<file path="src/rtl/irq_controller_pkg.sv">
// Shared definitions for the interrupt controller: bus width, register
// offsets relative to BASE_ADDR, FSM state encoding and the well-known
// source indices of the upstream timer/GPIO block.
package irq_controller_pkg;

  localparam int DATA_W = 8;

  // Register offsets from BASE_ADDR
  localparam logic [DATA_W-1:0] IRQ_IE   = 8'd0;
  localparam logic [DATA_W-1:0] IRQ_IF   = 8'd1;
  localparam logic [DATA_W-1:0] IRQ_EDGE = 8'd2;
  localparam logic [DATA_W-1:0] IRQ_CTRL = 8'd3;
  localparam logic [DATA_W-1:0] IRQ_VEC  = 8'd4;
  localparam logic [DATA_W-1:0] IRQ_EOI  = 8'd5;

  // Source bit positions driven by the timer block
  localparam int SRC_TOP   = 0;
  localparam int SRC_CMPR0 = 1;
  localparam int SRC_CMPR1 = 2;

  typedef enum logic [1:0] {
    ST_IDLE    = 2'd0,
    ST_REQ     = 2'd1,
    ST_SERVICE = 2'd2
  } irq_state_e;

  // True when a bus offset (address - BASE_ADDR, wrapping) lands in the map.
  // Addresses below the base wrap to large offsets and so fall outside.
  function automatic logic irq_in_map(input logic [DATA_W-1:0] off);
    return off <= IRQ_EOI;
  endfunction

endpackage

</file>
<file path="src/rtl/irq_prio_enc.sv">
// Fixed-priority encoder: lowest set index wins.
// Ports:
//   req   : request vector, one bit per source
//   idx   : index of the lowest set bit (0 when none set)
//   valid : at least one request bit is set
module irq_prio_enc #(
  parameter int NUM_SRC = 8
) (
  input  logic [NUM_SRC-1:0] req,
  output logic [2:0]         idx,
  output logic               valid
);

  // Scan from the top down so the last hit is the lowest index.
  always_comb begin
    idx   = '0;
    valid = 1'b0;
    for (int i = NUM_SRC - 1; i >= 0; i--) begin
      if (req[i]) begin
        idx   = 3'(i);
        valid = 1'b1;
      end
    end
  end

endmodule

</file>
<file path="src/rtl/irq_controller.sv">
// Interrupt controller on the 8-bit I/O bus. Captures event flags from the
// timer/GPIO block (edge or level per source), masks them, and presents one
// prioritised request plus vector to the CPU with an ack / EOI handshake.
// Ports:
//   clk, rst          : clock, synchronous active-high reset
//   address, din      : I/O bus address and write data
//   w_en, r_en        : write / read strobes, sampled at posedge
//   dout              : registered read data, holds between reads
//   irq_src           : raw event inputs, synchronous to clk
//   irq_ack           : CPU accept pulse (only honoured while requesting)
//   irq_req           : request to the CPU
//   irq_vector        : index of the source requested / being serviced
module irq_controller
  import irq_controller_pkg::*;
#(
  parameter int               NUM_SRC   = 8,
  parameter logic [DATA_W-1:0] BASE_ADDR = 8'h10
) (
  input  logic               clk,
  input  logic               rst,
  input  logic [DATA_W-1:0]  address,
  input  logic [DATA_W-1:0]  din,
  input  logic               w_en,
  input  logic               r_en,
  output logic [DATA_W-1:0]  dout,
  input  logic [NUM_SRC-1:0] irq_src,
  input  logic               irq_ack,
  output logic               irq_req,
  output logic [2:0]         irq_vector
);

  logic [DATA_W-1:0]  off;
  logic               hit;
  logic               wr_ie, wr_if, wr_edge, wr_ctrl, wr_eoi, rd;

  logic [NUM_SRC-1:0] ie, pend, edge_sel, prev_src_p1;
  logic               gie;
  irq_state_e         state_q, state_d;
  logic [2:0]         vec_q, vec_d;

  logic [NUM_SRC-1:0] set_ev, w1c, ack_clr, pend_d, ie_d, cand, cand_d;
  logic               gie_d;
  logic               ack_take;
  logic [2:0]         win_idx;
  logic               win_vld;
  logic [DATA_W-1:0]  rd_data;

  // ---- Bus decode ----
  assign off     = address - BASE_ADDR;
  assign hit     = irq_in_map(off);
  assign wr_ie   = w_en && hit && (off == IRQ_IE);
  assign wr_if   = w_en && hit && (off == IRQ_IF);
  assign wr_edge = w_en && hit && (off == IRQ_EDGE);
  assign wr_ctrl = w_en && hit && (off == IRQ_CTRL);
  assign wr_eoi  = w_en && hit && (off == IRQ_EOI);
  assign rd      = r_en && hit;

  // ---- Capture and flag update ----
  assign ack_take = (state_q == ST_REQ) && irq_ack;
  assign set_ev   = (irq_src & ~prev_src_p1 & edge_sel) | (irq_src & ~edge_sel);
  assign w1c      = wr_if ? din[NUM_SRC-1:0] : '0;

  always_comb begin
    ack_clr = '0;
    for (int i = 0; i < NUM_SRC; i++) begin
      ack_clr[i] = ack_take && (vec_q == 3'(i));
    end
  end

  // New events are OR-ed in last, so a capture always beats a clear on the
  // same bit in the same cycle.
  assign pend_d = (pend & ~w1c & ~ack_clr) | set_ev;
  assign ie_d   = wr_ie ? din[NUM_SRC-1:0] : ie;
  assign cand   = pend & ie;
  assign cand_d = pend_d & ie_d;

  // Hardware events override a simultaneous software write to CTRL.
  always_comb begin
    gie_d = gie;
    if (wr_ctrl) gie_d = din[0];
    if (wr_eoi && (state_q == ST_SERVICE)) gie_d = 1'b1;
    if (ack_take) gie_d = 1'b0;
  end

  irq_prio_enc #(
    .NUM_SRC (NUM_SRC)
  ) u_prio (
    .req   (cand),
    .idx   (win_idx),
    .valid (win_vld)
  );

  // ---- Read mux ----
  always_comb begin
    rd_data = '0;
    case (off)
      IRQ_IE:   rd_data = DATA_W'(ie);
      IRQ_IF:   rd_data = DATA_W'(pend);
      IRQ_EDGE: rd_data = DATA_W'(edge_sel);
      IRQ_CTRL: rd_data = DATA_W'(gie);
      IRQ_VEC:  rd_data = DATA_W'(vec_q);
      default:  rd_data = '0;
    endcase
  end

  // ---- FSM next state ----
  // In REQ the withdrawal check looks at the flag/mask values being written
  // this cycle, so a W1C or IE clear drops irq_req on the very next cycle.
  always_comb begin
    state_d = state_q;
    vec_d   = vec_q;
    case (state_q)
      ST_IDLE: begin
        if (gie && win_vld) begin
          state_d = ST_REQ;
          vec_d   = win_idx;
        end
      end
      ST_REQ: begin
        if (irq_ack)               state_d = ST_SERVICE;
        else if (!cand_d[vec_q])   state_d = ST_IDLE;
      end
      ST_SERVICE: begin
        if (wr_eoi) state_d = ST_IDLE;
      end
      default: state_d = ST_IDLE;
    endcase
  end

  // ---- FSM state register ----
  always_ff @(posedge clk) begin
    if (rst) begin
      state_q <= ST_IDLE;
      vec_q   <= '0;
    end else begin
      state_q <= state_d;
      vec_q   <= vec_d;
    end
  end

  // ---- Register file, capture stage and read data ----
  always_ff @(posedge clk) begin
    if (rst) begin
      ie          <= '0;
      pend        <= '0;
      edge_sel    <= '0;
      gie         <= 1'b0;
      prev_src_p1 <= '0;
      dout        <= '0;
    end else begin
      ie          <= ie_d;
      pend        <= pend_d;
      gie         <= gie_d;
      prev_src_p1 <= irq_src;
      if (wr_edge) edge_sel <= din[NUM_SRC-1:0];
      if (rd)      dout     <= rd_data;
    end
  end

  assign irq_req    = (state_q == ST_REQ);
  assign irq_vector = vec_q;

endmodule
</file>
<file path="config.mk">
export PLATFORM = sky130hd
export DESIGN_NAME = irq_controller
export DESIGN_NICKNAME = d
export VERILOG_FILES = /design/src/rtl/irq_controller_pkg.sv /design/src/rtl/irq_prio_enc.sv /design/src/rtl/irq_controller.sv
export SDC_FILE = /design/constraint.sdc
export NUM_CORES = 1
export LEC_CHECK = 0
export ABC_AREA = 1
export BUFFER_PORTS_ARGS = -buffer_cell sky130_fd_sc_hd__buf_2
export CORE_MARGIN = 2
export CORE_UTILIZATION = 45
export DETAILED_ROUTE_END_ITERATION = 16
export GPL_TIMING_DRIVEN = 0
export PLACE_DENSITY = 0.66
export SETUP_SLACK_MARGIN = 0.05
export SYNTH_ARGS = -nofsm -noshare
export SYNTH_HDL_FRONTEND = slang
export SYNTH_SLANG_ARGS = --single-unit
</file>
<file path="constraint.sdc">
create_clock -name clk -period 4.09 [get_ports clk]
set_input_delay 0.6135 -clock clk [delete_from_list [all_inputs] [get_ports clk]]
set_output_delay 0.6135 -clock clk [all_outputs]
set_load 0.005 [all_outputs]
</file>
==> metrics.cfg <==
[critical_path]
crit_chain = buf_2, nor2_4, nand4_4, nor3_2, nand3_1, buf_2, o21ai_0, a21oi_1
arrival_ps = 2670
critPathMaxStageDelay_ps = 610
worstSetupPathType = in2reg
timing.rr.start = state_q[0]
regToRegEndpoint = state_q[0]
cp_top_family = simple AND/OR/NAND/NOR gates
slowest_stage = nor3_2
cp-start-kind = input port
endpoint_kind = flip-flop
rr_worst_depth = 13
rrSetupSlack_ps = 2340
critPathBufInv = 2
cp.required_ps = 4280
cp_common_cell = buf_2
crit_path_max_fanout = 10

[pwr]
seq_power_share_pct = 48.7
p_switching_mw = 0.209
power.internal_mw = 0.741
power_mw = 0.950
p_sw_share_pct = 22.0
peakVddDrop_v = 0.000170
p_per_area_nw_per_um2 = 343
pwr-share-comb_pct = 6.7
p_clk_share_pct = 44.6
p_leak_nw = 1.32

[final_layout]
areaGrowthSynthToFinish_pct = 18.1
fillers = 544
drive_gt1_share_pct = 15.0
fin_nets = 435
final_common_cell = nand2_1
final_util_pct = 54.6
final_area_um2 = 2770
fin_cells = 477
most-common-layout-cells = 130 x nand2_1, 60 x inv_1, 46 x dfxtp_1
n_antenna_cell = 0

[detailed_routing]
via_per_inst = 4.93
first_iter_violations = 149
drc = 0
wl_mm = 6.20
antenna_left = 0
wl_met2_mm = 2.77
route.met3.wl_um = 355
first_pass_iters = 4
vias = 2353
wire_per_inst_um = 13.0
wl_met1_mm = 2.96
top_layer_used = met4

[timing]
drv_slew = 0
max_slew_margin_pct = 50.1
fin_setup_tns_ps = 0
period_minus_slack_ps = 2480
fin_ws_ps = 1610
max_freq_mhz = 403
hold_slack_ps = 466
finalCritPeriodShare_pct = 60.6
skew_ps = 5.29
finalHoldViolations = 0
rsz0062_at_grt = false
worstMarginPinSlew_ps = 744
setup_violations = 0

[floorplanning]
start_util_pct = 46.2
ioPinCount = 41
die_x_um = 76.2
die-height_um = 76.2
rows = 26
die-area_um2 = 5810
core_area_um2 = 5070

[clock_tree]
post_cts_buffers = 0
htree_levels = 2
cts_sinks = 46
cts_resized = 0
path_clk_slew_ps = 90
cts_tree = yes
clkLatencyLatePin_ps = 300
clockRootBuffer = clkbuf_8
clockBufferDepth = 2
cts_hold_buffers = 0
cts-buffers-inserted = 5

[grt]
track_usage_pct = 22.4
grt_pass1_vias = 2178
grt_overflow = 0
antenna_found_initial = 0
grt_max_degree = 15
grt_pass1_wl_mm = 10.3

[synth]
synth-seq-cells = 46
seq_area_frac_synth_pct = 39.3
yosysWarnings = 0
syn_area_um2 = 2350
synthCells = 360
synth.distinct_cells = 29
avgSynthCellArea_um2 = 6.52
synth_fp_nets = 389

[placement]
gp_congestion = 0.883
dp_cells = 469
post-place-ws_ps = 1300
portBuffers = 39
dp_hpwl_mm = 4.59
placed_area_um2 = 2630

[min_path]
whs_endpoint = dout[1]
min_from = dout[1]
min_path_cells = 2
hold_path_class = reg2reg

[run_status]
status = finished, final reports clean

[run]
cap_viol_max_count = 0

-- final cells by class --
class / count / area [um^2] / share of cell area, %
Sequential cell: 46 / 921 / 33.2
Clock inverter: 2 / 60.1 / 2.17
Inverter: 60 / 225 / 8.13
Buffer: 6 / 31.3 / 1.13
Clock buffer: 6 / 82.6 / 2.98
Multi-Input combinational cell: 248 / 1170 / 42.2
Timing Repair Buffer: 39 / 195 / 7.04
Tap cell: 70 / 87.6 / 3.16
-- cells by family (layout without fill, tap and decap cells) --
logic type	Yosys count	after routing	synth area share, %
compound gates	67	67	16.8
buf+inv	66	113	10.9
flops	46	46	39.3
simple gates	181	181	33.0
-- flip-flops by register name, indices dropped and copies added (netlist names) --
register	flops
state_q	2
pend	8
ie	8
dout	8
irq_vector	3
prev_src_p1	8
gie	1
edge_sel	8
-- routing by layer --
metal / up-vias / track usage (%)
met5: - / 0
met1: 1049 / 31.0
met3: 10 / 4.38
met2: 67 / 33.7
li1: 1227 / -
met4: 0 / 10.2
-- how the worst max path moves through the flow --
stage	endpoint	from	depth (start not counted)
floorplan	edge_sel[6]	address[4]	8
global placement	edge_sel[7]	address[5]	8
detailed placement	edge_sel[6]	address[5]	8
CTS	edge_sel[6]	address[5]	8
global route	edge_sel[6]	address[2]	8
finish	edge_sel[6]	address[5]	8
-- cells in the mapped netlist (all sizes together) --
cell / number / area [um^2]
o2111ai: 1 / 8.76
o21ai: 20 / 119
buf: 2 / 16.3
inv: 60 / 225
o22ai: 1 / 6.26
o221ai: 1 / 8.76
nor4: 1 / 6.26
nand4: 4 / 40.0
a31oi: 4 / 25.0
nor3: 5 / 35.0
a221o: 1 / 10.0
nand2: 131 / 499
a21boi: 2 / 15.0
nor2: 30 / 144
o211ai: 2 / 15.0
clkbuf: 4 / 15.0
a21oi: 31 / 155
nand3: 10 / 50.1
dfxtp: 46 / 921
a32oi: 1 / 8.76
a211oi: 3 / 22.5
-- power groups by stage --
| stage | Sequential (mW) | Clock (mW) | Combinational, mW |
|---|---|---|---|
| floorplan | 0.472 | 0 | 0.0359 |
| global placement | 0.473 | 0 | 0.0622 |
| detailed placement | 0.473 | 0 | 0.0628 |
| CTS | 0.462 | 0.431 | 0.0632 |
| global route | 0.464 | 0.449 | 0.0724 |
| finish | 0.462 | 0.424 | 0.0632 |
-- worst reg2reg max path: cells and delay by family (launching register included) --
family / cells / cell delay, ps
AOI/OAI and AO/OA: 3 / 280
and+or+nand+nor: 9 / 940
buffers and inverters: 1 / 60
DFF: 1 / 330
No activity file was read; power rests on OpenSTA's default activity.
